**config.mk**
```make
export PLATFORM = sky130hd
export DESIGN_NAME = oka_gf2_mul_seq
export DESIGN_NICKNAME = d
export VERILOG_FILES = /design/src/rtl/oka_gf2_mul_seq.sv
export SDC_FILE = /design/constraint.sdc
export NUM_CORES = 1
export LEC_CHECK = 0
export ABC_AREA = 1
export CAP_MARGIN = 0
export CORE_MARGIN = 2
export CORE_UTILIZATION = 35
export CTS_CLUSTER_DIAMETER = 50
export DETAILED_ROUTE_END_ITERATION = 6
export PLACE_DENSITY_LB_ADDON = 0.05
export SYNTH_ARGS = -nofsm -noshare
export SYNTH_HDL_FRONTEND = slang
export SYNTH_SLANG_ARGS = --single-unit
```
**constraint.sdc**
```tcl
create_clock -name clk -period 4.5 [get_ports clk]
set_clock_uncertainty 0.05 [all_clocks]
set_input_delay 1.35 -clock clk [delete_from_list [all_inputs] [get_ports clk]]
set_output_delay 1.35 -clock clk [all_outputs]
set_load 0.03 [all_outputs]
```
**src/rtl/oka_gf2_mul_seq.sv**
```systemverilog
// Sequential one-level Karatsuba carry-less multiplier on a digit-serial half core.
// Define OKA_REDUCE_EN to add the RED state, the POLY parameter and the y_red output.
module oka_gf2_mul_seq #(
  parameter int WIDTH = 64,
  parameter int DIGIT = 8
`ifdef OKA_REDUCE_EN
  ,
  parameter logic [WIDTH-1:0] POLY = WIDTH'(64'h1B)
`endif
) (
  input  logic               clk,
  input  logic               rst_n,
  input  logic               in_valid,
  output logic               in_ready,
  input  logic [WIDTH-1:0]   a,
  input  logic [WIDTH-1:0]   b,
  output logic               out_valid,
  input  logic               out_ready,
  output logic [2*WIDTH-2:0] y,
`ifdef OKA_REDUCE_EN
  output logic [WIDTH-1:0]   y_red,
`endif
  output logic               busy
);

  localparam int H  = WIDTH / 2;
  localparam int N  = H / DIGIT;
  localparam int ZW = 2 * H - 1;
  localparam int YW = 2 * WIDTH - 1;
  localparam int CW = (N > 1) ? $clog2(N) : 1;

  if (WIDTH < 2 || WIDTH % 2 != 0 || DIGIT < 1 || H % DIGIT != 0) begin : g_bad
    $error("oka_gf2_mul_seq: WIDTH must be even and WIDTH/2 a multiple of DIGIT");
  end

  typedef enum logic [2:0] {
    IDLE, MUL_Z0, MUL_Z1, MUL_Z2, COMB, RED, DONE
  } state_t;

  state_t state, state_nxt;

  logic [WIDTH-1:0] a_q, b_q;
  logic [H-1:0]     a_k, b_k;
  logic [DIGIT-1:0] dig;
  logic [ZW-1:0]    part, acc, acc_nxt;
  logic [ZW-1:0]    z0, z1, z2;
  logic [YW-1:0]    y_int, y_q;
  logic [CW-1:0]    cnt;
  logic             last;
  int               sh;

  assign last = (cnt == CW'(N - 1));
  assign y    = y_q;

  always_ff @(posedge clk or negedge rst_n) begin
    if (!rst_n) state <= IDLE;
    else        state <= state_nxt;
  end

  always_comb begin
    state_nxt = state;
    in_ready  = 1'b0;
    out_valid = 1'b0;
    busy      = 1'b1;
    unique case (state)
      IDLE: begin
        in_ready = 1'b1;
        busy     = 1'b0;
        if (in_valid) state_nxt = MUL_Z0;
      end
      MUL_Z0: if (last) state_nxt = MUL_Z1;
      MUL_Z1: if (last) state_nxt = MUL_Z2;
      MUL_Z2: if (last) state_nxt = COMB;
`ifdef OKA_REDUCE_EN
      COMB:   state_nxt = RED;
      RED:    state_nxt = DONE;
`else
      COMB:   state_nxt = DONE;
`endif
      DONE: begin
        out_valid = 1'b1;
        if (out_ready) state_nxt = IDLE;
      end
      default: state_nxt = IDLE;
    endcase
  end

  // Half-product operands: z1 uses the folded halves
  always_comb begin
    a_k = '0;
    b_k = '0;
    unique case (1'b1)
      state == MUL_Z0: begin
        a_k = a_q[H-1:0];
        b_k = b_q[H-1:0];
      end
      state == MUL_Z1: begin
        a_k = a_q[H-1:0] ^ a_q[WIDTH-1:H];
        b_k = b_q[H-1:0] ^ b_q[WIDTH-1:H];
      end
      state == MUL_Z2: begin
        a_k = a_q[WIDTH-1:H];
        b_k = b_q[WIDTH-1:H];
      end
      default: ;
    endcase
  end

  always_comb begin
    sh   = DIGIT * int'(cnt);
    dig  = DIGIT'(b_k >> sh);
    part = '0;
    for (int j = 0; j < DIGIT; j++) begin
      if (dig[j]) part ^= ZW'(a_k) << j;
    end
    acc_nxt = ((cnt == '0) ? ZW'(0) : acc) ^ (part << sh);
  end

  always_comb begin
    y_int = YW'(z0)
          ^ (YW'(z0 ^ z1 ^ z2) << H)
          ^ (YW'(z2) << WIDTH);
  end

`ifdef OKA_REDUCE_EN
  logic [YW-1:0]    fold;
  logic [WIDTH-1:0] y_red_q;

  assign y_red = y_red_q;

  // Fold from the top bit down so earlier folds feed later ones
  always_comb begin
    fold = y_q;
    for (int i = YW - 1; i >= WIDTH; i--) begin
      if (fold[i]) fold ^= YW'({1'b1, POLY}) << (i - WIDTH);
    end
  end
`endif

  always_ff @(posedge clk or negedge rst_n) begin
    if (!rst_n) begin
      a_q <= '0;
      b_q <= '0;
      acc <= '0;
      cnt <= '0;
      z0  <= '0;
      z1  <= '0;
      z2  <= '0;
      y_q <= '0;
`ifdef OKA_REDUCE_EN
      y_red_q <= '0;
`endif
    end else begin
      unique case (state)
        IDLE: begin
          if (in_valid) begin
            a_q <= a;
            b_q <= b;
          end
        end
        MUL_Z0, MUL_Z1, MUL_Z2: begin
          acc <= acc_nxt;
          cnt <= last ? '0 : cnt + CW'(1);
          if (last) begin
            if (state == MUL_Z0) z0 <= acc_nxt;
            if (state == MUL_Z1) z1 <= acc_nxt;
            if (state == MUL_Z2) z2 <= acc_nxt;
          end
        end
        COMB: y_q <= y_int;
`ifdef OKA_REDUCE_EN
        RED: y_red_q <= fold[WIDTH-1:0];
`endif
        default: ;
      endcase
    end
  end

endmodule

```
==> flow_summary.ini, run 1 <==
[timing]
min_period_ps = 4080
period_share_pct = 90.6
finalHoldViolCount = 0
worst_pin_slew_ps = 1010
drv_slew = 0
rsz0062_at_grt = no
fmax_mhz = 245
max_slew_margin_pct = 32.4
finalSetupViolCount = 0
fin_setup_tns_ps = 0

[die]
die-area_sq_um = 87200
initial_core_util_pct = 35.4
die_w_um = 295
core-area_sq_um = 83800
rows = 106
io_pins = 262
die_h_um = 295

[route]
drtIter0Drc = 1894
ant_nets = 0
routedWlPerCell_um = 19.3
route.vias.total = 26400
vias_per_cell = 4.91
finalWirelength_um = 104000
drc = 0
first_pass_iters = 6

[logic_synthesis]
synth_warnings = 0
synth_top_family_by_area = simple AND/OR/NAND/NOR gates
synth_xor_area_share_pct = 7.40
synth.area.mux_share_pct = 2.65
synth-seq-cells = 512
avgSynthCellArea_sq_um = 7.44
syn-num-nets = 4126
async_reset_ff_share_pct = 100
ys_seq_area_share_pct = 43.1
synthCells = 3992
netlist_area_sq_um = 29700
synthAdderAreaFrac_pct = 0.0842
synth.distinct_cells = 47
synth-simple-area-share_pct = 33.2
synth_ff_type = dfrtp_1
synth-compound-area-share_pct = 6.51
synth_edf_count = 0

[clock_tree]
htreeDepth = 3
cts.sink_count = 512
postCtsSetupRepairBufs = 0
cts_tree = built
clk_pin_slew_ps = 60
clk_path_buf_depth = 3
clk_latency_ps = 630
cts_buffers = 78
cts-root-buf = clkbuf_16
cts_resized = 0
cts_hold_buf = 0

[worst_hold_path]
hold_depth = 2
hold_class = flop to flop

[grt]
grt_max_degree = 88
grt_pass1_wl_um = 160000
antenna_found_initial = 0
overflow = 0
grt_pass1_vias = 25800
grt_use_total_pct = 24.1

[critical_path]
critical_path_class = flop to flop
cp.required_ps = 4970
start_kind = flop
end_kind = flop
reg2reg_depth = 21
cpLargestDelayFamily = simple AND/OR/NAND/NOR gates
cp_max_fo = 30
cp.depth = 21
crit_buf_inv = 4
cpMaxStageDelayCell = dfrtp_1
cp.arrival_ps = 4550
crit_chain = inv_2 > nand3_2 > nand2_4 > nand3_1 > nand2_1 > nand3_1 > nand2_2 > buf_4 > nand2_1 > nand3_1 > nand2_1 > inv_1 > nand2_1 > nand2_1 > inv_1 > nand2_1 > nand3_1 > nand3_1 > nand3_1 > nand3_1 > nand2_1
slowest_delay_ps = 530

[placement]
gp_congestion = 0.879
numPortBuffers = 261
dp.final_hpwl_um = 73700

[cells_and_area]
nets = 4326
final-seq-area_sq_um = 12800
multi_input_area_sq_um = 14800
antenna_cells = 0
num-fill-cells = 8702
syn_to_final_growth_pct = 22.0
layout-drive-gt1-share_pct = 9.33

[run]
cap_violations = 0

[run_status]
status = finished clean
## logic make-up after synthesis
kind of cell	Yosys count
simple gates	2364
flops	512
buf+inv	493
compound gates	306
xor+xnor	245
mux	70
fa+ha+maj	2
## cell type report
| type | instances | share of cell area, % |
|---|---|---|
| Sequential cell | 512 | 35.3 |
| Inverter | 286 | 2.99 |
| Multi-Input combinational cell | 2987 | 40.9 |
| Timing Repair Buffer | 327 | 9.21 |
| Tap cell | 1134 | 3.91 |
| Clock buffer | 98 | 5.87 |
| Clock inverter | 45 | 1.75 |
## metal layers
metal	wire (um)	track usage, %
met2	49300	40.3
met1	47100	32.5
met4	3210	7.39
met3	4450	3.04
met5	0	0
## per-stage QoR
stage          cell area [sq um]  worst slack, ps  util, %  hold slack (ps)  cells
2_1_floorplan              29700             1410        -              399   3992
3_3_place_gp               33500              499     40.0              405   5246
3_5_place_dp               33500              426     40.0              408   5246
4_1_cts                    36300              417     43.3              421   5389
5_1_grt                    36300             48.4     43.3              432   5389
6_report                   36300              422     43.3              414   5389
## path summary, 6_finish.rpt
| path | start | end | slack [ps] |
|---|---|---|---|
| setup / recovery | state[0]$_DFFE_PN0P_ | z0[30]$_DFFE_PN0P_ | 420 |
| min in group asynchronous | rst_n | y[36]$_DFFE_PN0N_ | 620 |
| max in group asynchronous | rst_n | cnt[1]$_DFFE_PN0P_ | 2830 |
| hold / removal | y[4]$_DFFE_PN0N_ | y[4]$_DFFE_PN0N_ | 410 |
| hold reg to reg | y[4]$_DFFE_PN0N_ | y[4]$_DFFE_PN0N_ | 410 |
| setup reg to reg | state[0]$_DFFE_PN0P_ | z0[30]$_DFFE_PN0P_ | 420 |
## sequential cells by signal, summed over array words and instances (netlist names)
name   cells
y        127
a_q       64
b_q       64
acc       63
z0        63
z1        63
z2        63
state      3
cnt        2
## placed cells by master (no fill, tap or decap), types with 6 or more instances in the layout
cell type	n
clkinvlp_4	11
xnor2_1	193
nor2_1	163
clkdlybuf4s50_1	260
clkinv_2	10
a31oi_4	9
o21ai_1	32
o21ai_0	125
clkinv_4	8
buf_12	18
nand3b_1	9
inv_6	6
nand3_2	7
clkbuf_16	79
bufinv_16	9
nand2_2	17
a211oi_1	26
o21ai_2	9
nor2_2	6
a21oi_1	78
clkbuf_8	8
inv_1	244
buf_4	48
nand2b_1	7
clkbuf_1	11
nand3_1	560
dfrtp_1	510
a31oi_2	9
nand2_1	1554
mux2_2	70
inv_2	37
xor2_1	45
nand4_1	28
## synth_stat cells (3+ instances only)
| cell type | n | area (sq um) |
|---|---|---|
| nand2_1 | 1556 | 5840 |
| nand3_1 | 560 | 2800 |
| dfrtp_1 | 512 | 12800 |
| inv_1 | 249 | 935 |
| xnor2_1 | 193 | 1690 |
| nor2_1 | 167 | 627 |
| o21ai_0 | 125 | 626 |
| clkbuf_1 | 107 | 402 |
| a21oi_1 | 78 | 390 |
| mux2_2 | 70 | 788 |
| xor2_1 | 45 | 394 |
| buf_2 | 42 | 210 |
| inv_2 | 36 | 135 |
| o21ai_1 | 32 | 160 |
| nand4_1 | 28 | 175 |
| a211oi_1 | 26 | 195 |
| buf_4 | 24 | 180 |
| buf_1 | 20 | 75.1 |
| nand2_2 | 16 | 100 |
| buf_6 | 13 | 146 |
| a31oi_2 | 9 | 113 |
| a31oi_4 | 9 | 191 |
| nand3b_1 | 9 | 67.6 |
| o21ai_2 | 9 | 78.8 |
| nand2b_1 | 7 | 43.8 |
| nand3_2 | 7 | 70.1 |
| nor2_2 | 6 | 37.5 |
| o211ai_1 | 4 | 30.0 |
| xnor2_2 | 4 | 65.1 |
| a211oi_2 | 3 | 37.5 |
| a31oi_1 | 3 | 18.8 |
| xor2_2 | 3 | 48.8 |
## worst reg2reg max path, cell delays in order, from the launching register on
cell     delay, ps
dfrtp_1        530
inv_2          270
nand3_2        180
nand2_4        380
nand3_1        130
nand2_1        110
nand3_1        100
nand2_2        470
buf_4          270
nand2_1         50
nand3_1         70
nand2_1         70
inv_1           50
nand2_1         40
nand2_1        150
inv_1           60
nand2_1        180
nand3_1        180
nand3_1        150
nand3_1        230
nand3_1        180
nand2_1         60
Power of run 1 is left out: the tool's default activity adds up to more than one toggle a clock period on the data nets, which glitch-free logic cannot reach.
==> inputs of run 2 (changes only) <==
- PLACE_DENSITY: not set -> 0.5
- PLACE_DENSITY_LB_ADDON: 0.05 -> not set
==> run 2 against run 1 <==
  * Clock-buffer cell count increased by 5
  * Hold slack gained 1.6 ps
  * Sequential cell count unchanged
  * Wire length fell by 1.3%
  * Final area increased by 1.1%
  * Maximum frequency grew 0.32%
  * Critical path type unchanged
  * Largest cell class unchanged
==> flow_summary.ini, run 2 (synthesis gave the netlist of run 1 again) <==
[cells_and_area]
layout_common_cells = nand2_1, nand3_1, dfrtp_1, clkdlybuf4s50_1, inv_1
largest_register_ffs = 127
final_core_util_pct = 43.7
syn_to_final_growth_pct = 23.3
antenna_cells = 0
nets = 4358
layout-drive-gt1-share_pct = 10.3
final_common_cell = nand2_1
finalInstanceArea_sq_um = 36600

[placement]
postPlaceCellArea_sq_um = 33700
gp_congestion = 0.877
numPortBuffers = 261
dp.final_hpwl_um = 73100

[critical_path]
cp_max_fo = 33
start_kind = flop
cp.arrival_ps = 4510
crit_buf_inv = 5
cpLargestDelayFamily = simple AND/OR/NAND/NOR gates
cp.required_ps = 4940
crit_top_cell = nand2_1
end_kind = flop
crit_chain = nand3_4 > buf_4 > buf_4 > nand2_1 > a31oi_4 > inv_2 > buf_4 > nand2_1 > nand2_1 > nand2_1 > nand2_1 > nand3b_1 > nand3_1 > nand3_1 > buf_4 > nand4_1 > nand3_1 > o21ai_1
critical_path_class = flop to flop
cpMaxStageDelayCell = dfrtp_1
slowest_delay_ps = 550

[clock_tree]
cts.sink_count = 512
clk_path_buf_depth = 3
clk_pin_slew_ps = 60
cts_buffers = 82
cts_resized = 0
cts_hold_buf = 0
htreeDepth = 3
postCtsSetupRepairBufs = 0
clk_latency_ps = 650
cts_tree = built
cts-root-buf = clkbuf_16

[worst_hold_path]
hold_class = flop to flop

[die]
die_h_um = 295
rows = 106
io_pins = 262
initial_core_util_pct = 35.4
die_w_um = 295
core-area_sq_um = 83800
die-area_sq_um = 87200

[route]
finalWirelength_um = 103000
met2_length_um = 47500
route.vias.total = 26900
routedWlPerCell_um = 18.9
drtIter0Drc = 2084
drc = 0
highest_layer = met5
ant_nets = 0
dr_wl_met3_um = 5770
first_pass_iters = 6
wl_met1_um = 45600
vias_per_cell = 4.97

[grt]
grt_pass1_vias = 25800
grt_max_degree = 127
overflow = 0
grt_pass1_wl_um = 158000
antenna_found_initial = 2
grt_use_total_pct = 23.7

[timing]
fmax_mhz = 246
hold_ws_ps = 416
finalHoldViolCount = 0
period_share_pct = 90.3
rsz0062_at_grt = no
max_slew_margin_pct = 31.1
fin_setup_tns_ps = 0
finalSetupViolCount = 0
drv_slew = 0
worst_pin_slew_ps = 1030
min_period_ps = 4060

[run]
cap_violations = 0

[run_status]
status = finished clean
run 2: changes by cell type in the layout (fill, tap and decap cells not counted):
cell / before / now
inv_8: 1 / 0
clkinv_16: 3 / 4
bufinv_16: 9 / 7
clkbuf_1: 11 / 4
buf_12: 18 / 20
clkinv_2: 10 / 13
buf_4: 48 / 74
clkbuf_8: 8 / 17
inv_16: 1 / 0
clkinv_4: 8 / 9
clkbuf_16: 79 / 82
clkinvlp_4: 11 / 8
inv_6: 6 / 11
run 2: layout make-up:
cell class | count | area, sq um
timing repair buffer | 355 | 3570
clock inverter | 48 | 618
multi-input combinational | 2987 | 14800
inverter | 286 | 1080
fill | 8572 | 47200
tap | 1134 | 1420
sequential | 512 | 12800
clock buffer | 103 | 2300
run 2: metal layers:
layer / global-route usage [%] / vias up
li1: - / 13200
met1: 32.0 / 12800
met2: 38.2 / 768
met3: 3.78 / 166
met4: 8.44 / 4
met5: 0.942 / -
run 2: worst paths after layout:
path                                      start  cells past startpoint                  to  slack [ps]
hold reg to reg              y[123]$_DFFE_PN0N_                      2  y[123]$_DFFE_PN0N_         420
setup / recovery           state[0]$_DFFE_PN0P_                     18  z0[12]$_DFFE_PN0P_         440
max in group asynchronous                 rst_n                      2   y[54]$_DFFE_PN0N_        2740
hold / removal               y[123]$_DFFE_PN0N_                      2  y[123]$_DFFE_PN0N_         420
setup reg to reg           state[0]$_DFFE_PN0P_                     18  z0[12]$_DFFE_PN0P_         440
min in group asynchronous                 rst_n                      1    y[8]$_DFFE_PN0N_         690
run 2: stage by stage:
step	instances	setup WS, ps
global placement	5274	593
detailed placement	5274	479
finish	5425	435
global route	5425	190
CTS	5425	464
floorplan	3992	1410
run 2: worst reg2reg max path: cells and delay by family (launching register included):
family | cells | cell delay [ps]
AO/OA/AOI/OAI | 2 | 340
flip-flops | 1 | 550
AND/OR/NAND/NOR | 11 | 1760
buffers and inverters | 5 | 1210
Power of run 2 is left out for the same reason.
